### src/rtl/adsr_env_gen_if.sv
// Gate, envelope settings and envelope outputs of one ADSR voice.
// The gate is a plain level: there is no valid/ready handshake on this bus.
interface adsr_env_gen_if #(
    parameter int WIDTH = 8
);
    logic             trig;
    logic             retrig_en;
    logic [WIDTH-1:0] adsr_ai;
    logic [WIDTH-1:0] adsr_di;
    logic [WIDTH-1:0] adsr_s;
    logic [WIDTH-1:0] adsr_ri;
    logic [WIDTH-1:0] level;
    logic [2:0]       phase;
    logic             busy;
    logic             done;

    modport master (
        output trig, retrig_en, adsr_ai, adsr_di, adsr_s, adsr_ri,
        input  level, phase, busy, done
    );

    modport slave (
        input  trig, retrig_en, adsr_ai, adsr_di, adsr_s, adsr_ri,
        output level, phase, busy, done
    );
endinterface

### src/rtl/adsr_env_gen.sv
// ADSR envelope generator: synchronised gate, prescaled step tick, saturating
// level arithmetic and a phase FSM that is exposed directly as the phase output.
module adsr_env_gen #(
    parameter int WIDTH    = 8,
    parameter int TICK_DIV = 2500
) (
    input logic          clk,
    input logic          rst,
    adsr_env_gen_if.slave env
);
    typedef enum logic [2:0] {
        IDLE    = 3'd0,
        ATTACK  = 3'd1,
        DECAY   = 3'd2,
        SUSTAIN = 3'd3,
        RELEASE = 3'd4
    } phase_e;

    localparam int               CW = (TICK_DIV > 1) ? $clog2(TICK_DIV) : 1;
    localparam logic [WIDTH-1:0] FS = '1;

    logic          trig_m_q, trig_s_q, trig_d_q;
    logic          rise, fall;
    logic [CW-1:0] cnt_q, cnt_d;
    logic          tick;

    phase_e           phase_q;
    logic [WIDTH-1:0] level_q;
    logic             done_q;

    logic [WIDTH:0]   att_sum, dec_diff, rel_diff;
    logic [WIDTH-1:0] att_new, dec_new, rel_new;

    always_ff @(posedge clk or negedge rst) begin
        if (!rst) begin
            trig_m_q <= 1'b0;
            trig_s_q <= 1'b0;
            trig_d_q <= 1'b0;
        end else begin
            trig_m_q <= env.trig;
            trig_s_q <= trig_m_q;
            trig_d_q <= trig_s_q;
        end
    end

    assign rise = trig_s_q & ~trig_d_q;
    assign fall = ~trig_s_q & trig_d_q;

    // With TICK_DIV=1 the counter sits at 0 and tick stays high every cycle.
    assign tick  = (cnt_q == CW'(TICK_DIV - 1));
    assign cnt_d = tick ? '0 : cnt_q + CW'(1);

    always_ff @(posedge clk or negedge rst) begin
        if (!rst) cnt_q <= '0;
        else      cnt_q <= cnt_d;
    end

    // Next levels are formed one bit wider so overflow/underflow is visible.
    always_comb begin
        att_sum  = {1'b0, level_q} + {1'b0, env.adsr_ai};
        dec_diff = {1'b0, level_q} - {1'b0, env.adsr_di};
        rel_diff = {1'b0, level_q} - {1'b0, env.adsr_ri};

        att_new = att_sum[WIDTH-1:0];
        if (env.adsr_ai == '0 || att_sum > {1'b0, FS}) att_new = FS;

        dec_new = dec_diff[WIDTH-1:0];
        if (env.adsr_di == '0 || env.adsr_s >= level_q || dec_diff[WIDTH] ||
            dec_diff[WIDTH-1:0] < env.adsr_s)
            dec_new = env.adsr_s;

        rel_new = rel_diff[WIDTH-1:0];
        if (env.adsr_ri == '0 || rel_diff[WIDTH]) rel_new = '0;
    end

    // A tick landing on a phase-change edge still uses the old phase's rule.
    always_ff @(posedge clk or negedge rst) begin
        if (!rst) begin
            phase_q <= IDLE;
            level_q <= '0;
            done_q  <= 1'b0;
        end else begin
            done_q <= 1'b0;
            case (phase_q)
                IDLE: begin
                    level_q <= '0;
                    if (rise) phase_q <= ATTACK;
                end
                ATTACK: begin
                    if (tick) begin
                        level_q <= att_new;
                        if (att_new == FS) phase_q <= DECAY;
                    end
                    if (fall) phase_q <= RELEASE;
                end
                DECAY: begin
                    if (tick) begin
                        level_q <= dec_new;
                        if (dec_new == env.adsr_s) phase_q <= SUSTAIN;
                    end
                    if (fall) phase_q <= RELEASE;
                end
                SUSTAIN: begin
                    if (tick) level_q <= env.adsr_s;
                    if (fall) phase_q <= RELEASE;
                end
                RELEASE: begin
                    if (tick) level_q <= rel_new;
                    if (rise) begin
                        phase_q <= ATTACK;
                        if (!env.retrig_en) level_q <= '0;
                    end else if (tick && rel_new == '0) begin
                        phase_q <= IDLE;
                        done_q  <= 1'b1;
                    end
                end
                default: begin
                    phase_q <= IDLE;
                    level_q <= '0;
                end
            endcase
        end
    end

    assign env.level = level_q;
    assign env.phase = phase_q;
    assign env.busy  = (phase_q != IDLE);
    assign env.done  = done_q;
endmodule

### src/flat_wrapper.sv
// flat-port wrapper written by rule: the top's interface ports become plain ports
module adsr_env_gen_flat 
#(
    parameter int WIDTH    = 8,
    parameter int TICK_DIV = 2500
)
  (clk, rst, env_trig, env_retrig_en, env_adsr_ai, env_adsr_di, env_adsr_s, env_adsr_ri, env_level, env_phase, env_busy, env_done);
  adsr_env_gen_if #(.WIDTH(WIDTH)) env_i ();
  input logic clk;
  input logic rst;
  input wire logic [$bits(env_i.trig)-1:0] env_trig;
  input wire logic [$bits(env_i.retrig_en)-1:0] env_retrig_en;
  input wire logic [$bits(env_i.adsr_ai)-1:0] env_adsr_ai;
  input wire logic [$bits(env_i.adsr_di)-1:0] env_adsr_di;
  input wire logic [$bits(env_i.adsr_s)-1:0] env_adsr_s;
  input wire logic [$bits(env_i.adsr_ri)-1:0] env_adsr_ri;
  output wire logic [$bits(env_i.level)-1:0] env_level;
  output wire logic [$bits(env_i.phase)-1:0] env_phase;
  output wire logic [$bits(env_i.busy)-1:0] env_busy;
  output wire logic [$bits(env_i.done)-1:0] env_done;
  assign env_i.trig = env_trig;
  assign env_i.retrig_en = env_retrig_en;
  assign env_i.adsr_ai = env_adsr_ai;
  assign env_i.adsr_di = env_adsr_di;
  assign env_i.adsr_s = env_adsr_s;
  assign env_i.adsr_ri = env_adsr_ri;
  assign env_level = env_i.level;
  assign env_phase = env_i.phase;
  assign env_busy = env_i.busy;
  assign env_done = env_i.done;
  adsr_env_gen #(.WIDTH(WIDTH), .TICK_DIV(TICK_DIV)) u_core (.clk(clk), .rst(rst), .env(env_i));
endmodule
### config.mk
export PLATFORM = sky130hd
export DESIGN_NAME = adsr_env_gen_flat
export DESIGN_NICKNAME = d
export VERILOG_FILES = /design/src/rtl/adsr_env_gen_if.sv /design/src/rtl/adsr_env_gen.sv /design/src/flat_wrapper.sv
export SDC_FILE = /design/constraint.sdc
export NUM_CORES = 1
export LEC_CHECK = 0
export CAP_MARGIN = 20
export CELL_PAD_IN_SITES_DETAIL_PLACEMENT = 0
export CELL_PAD_IN_SITES_GLOBAL_PLACEMENT = 1
export CORE_UTILIZATION = 37
export DETAILED_ROUTE_END_ITERATION = 7
export GPL_ROUTABILITY_DRIVEN = 0
export GPL_TIMING_DRIVEN = 0
export PLACE_DENSITY = 0.78
export SLEW_MARGIN = 10
export SYNTH_ARGS = -nofsm -noshare
export SYNTH_HDL_FRONTEND = slang
export SYNTH_SLANG_ARGS = --single-unit
### constraint.sdc
create_clock -name clk -period 3.6 [get_ports clk]
set_input_delay 0.36 -clock clk [delete_from_list [all_inputs] [get_ports clk]]
set_output_delay 0.36 -clock clk [all_outputs]
set_load 0.1 [all_outputs]
==> flow_summary.ini <==
[detailed_routing]
final_antenna_net_count = 0
num_vias = 3414
viasPerCell = 5.64
routed_wl_um = 10100
first_pass_iters = 7
wl_per_cell_um = 16.7
drtIter0Drc = 157
drc = 2

[logic_synthesis]
synth-seq-cells = 27
synth_fp_nets = 510
ys_async_sr_fraction_pct = 100
synth_area_um2 = 3390
synth-edff-count = 0
synthTopCellsByArea = dfrtp_1 (20%), ha_1 (15%), nor2_1 (4.8%)
yosysMostFrequentCell = nor2_1
synth_cell_types = 59
ys_seq_area_share_pct = 19.9
synth_common_cells = nor2_1 (43), ha_1 (40), inv_1 (39)
synth_cells = 431
synth.top_cell.area_share_pct = 19.9
yosys.area.top_type = dfrtp_1
ys.flop_type = dfrtp_1
avgSynthCellArea_um2 = 7.86
yosys_warnings = 0

[setup_path]
critPathMaxFanout = 6
crit_path_start_kind = register
ff2ff_setup_slack_ns = -0.29
cp.arrival_ns = 4.05
required_ns = 3.76
setup.worst_path.end_class = register
path_class = reg2reg

[clock_network]
clockBufferDepth = 2
htreeDepth = 1
tritoncts.num_buffers = 3
path_clk_slew_ns = 0.10
root_buffer = clkbuf_8
cts.sinks = 27
cts_tree = done
worstSkewPairLatency_ns = 0.27

[sta]
finalSetupViolations = 11
fmax_mhz = 257
skew_ns = 0.00283
slew-limit-headroom_pct = 35.2
rsz0062_at_grt = yes
fin_ws_ns = -0.286
drv_slew = 0
hold_viol = 0
setup_tns_ns = -2.38
whs_ns = 0.389
worst_pin_slew_ns = 0.969
finalCritPeriodShare_pct = 108
fin_crit_ns = 3.89

[place]
dp_hpwl_um = 8150
dp_slack_ns = -0.799
dpl-instance-area_um2 = 4100
portBuffers = 48
dpl.cell_count = 588

[global_routing]
grt-busiest-layer = met2
grt_use_met2_pct = 34.3
overflow = 0
groute.layer.met1.usage_pct = 31.1
first_global_vias = 3216
antenna_found_initial = 0
grt_max_degree = 17
grt_pass1_wl_um = 16100
grt_use_total_pct = 21.2
use_met3_pct = 1.51

[finish]
area_growth_pct = 29.0
postLayoutCellArea_um2 = 4370
final_cells = 605
post-route-util_pct = 49.6
fillers = 900
drive_above_1_share_pct = 13.3
nets = 577
antennaDiodeCount = 0

[floorplan]
die_area_um2 = 9540
rows = 34
die_height_um = 97.7
die_w_um = 97.7
core_um2 = 8810
ioPinCount = 49
initial_core_util_pct = 38.5

[run_status]
violations = DRC, setup timing
status = finished, violations left

[power_and_ir_drop]
vdd_ir_drop_max_v = 0.000344
power.density_nw_per_um2 = 322
power_leakage_nw = 1.86
p_total_mw = 1.41

[worst_hold_path]
hold_class = reg2reg

[job]
drv_cap = 0
## cells by family after synthesis
group | share of synthesized area (%)
adder cells (fa/ha/maj) | 16.5
buffers and inverters | 5.80
flip-flops | 19.9
AO/OA/AOI/OAI | 25.0
XOR/XNOR | 8.31
AND/OR/NAND/NOR | 22.5
multiplexers | 1.92
## routing by layer
layer	vias up	share of wire (%)
li1	1719	-
met1	1585	49
met2	94	45
met3	16	4.9
met4	0	1.4
met5	-	0
## area by class of cell
type                    count  area (µm²)  area share, %
flip-flops and latches     27         691           15.8
inverters                  39         149           3.41
multi-input cells         352        2700           61.7
repair buffers             63         603           13.8
clock buffers               3        41.3          0.945
clock inverters             1        7.51          0.172
plain buffers              12        47.5           1.09
well taps                 108         135           3.09
## flip-flops by register name, indices dropped and copies added, names as in the netlist
name              count
u_core.env.level      8
u_core.trig_m_q       1
u_core.env.done       1
u_core.trig_s_q       1
u_core.env.phase      3
u_core.cnt_q         12
u_core.trig_d_q       1
## power breakdown
group          internal (mW)  switching (mW)  total (mW)
registers              0.321          0.0320       0.353
clock network         0.0787           0.104       0.182
logic                  0.312           0.562       0.874
total                  0.712           0.697        1.41
## worst paths after layout
path | startpoint | end | depth (start not counted)
hold reg to reg | u_core.trig_m_q | u_core.trig_s_q | 0
min in group asynchronous | rst | u_core.trig_m_q | 1
hold / removal | u_core.trig_m_q | u_core.trig_s_q | 0
setup / recovery | u_core.env.level[0] | u_core.env.level[2] | 17
setup reg to reg | u_core.env.level[0] | u_core.env.level[2] | 17
max in group asynchronous | rst | u_core.env.level[4] | 2
## layout by cell type, fill, tap and decap left out, drive strengths merged, types with 3 or more instances in the layout
| cell | n |
|---|---|
| nand3 | 12 |
| a2bb2oi | 5 |
| o211ai | 4 |
| clkdlybuf4s50 | 47 |
| a211oi | 7 |
| a32oi | 5 |
| or2 | 4 |
| xor2 | 10 |
| a221o | 7 |
| and3 | 5 |
| buf | 16 |
| dfrtp | 27 |
| nor2b | 8 |
| o22ai | 3 |
| or3 | 9 |
| o21ai | 32 |
| a21oi | 26 |
| mux2 | 4 |
| inv | 39 |
| fa | 3 |
| o21a | 5 |
| nor2 | 43 |
| xnor2 | 17 |
| nand2b | 7 |
| nor3 | 7 |
| clkbuf | 14 |
| nand4 | 5 |
| a21o | 6 |
| or4b | 3 |
| nor4 | 10 |
| and2 | 4 |
| nand2 | 29 |
| ha | 40 |
## worst max-delay path: stages, from the launching register on
cell and delay (ns):
dfrtp_4 0.51, inv_4 0.08, ha_4 0.13, inv_2 0.03
fa_2 0.33, and3_4 0.17, o21ai_4 0.14, nand2b_1 0.11
a211oi_2 0.27, nor2_2 0.07, ha_1 0.30, nand4_1 0.14
a211oi_2 0.26, o311a_1 0.28, nand3_4 0.13, mux2_4 0.33
a221o_1 0.34, a2bb2oi_2 0.14
## what timing repair did
item / CTS / global route
buffers inserted: 12 / 3
endpoints found under the setup margin: 11 / 11
pin swaps: 15 / 9
hold buffers: 0 / 0
gates resized for setup: 25 / 4
Power figures use the tool's default switching activity.
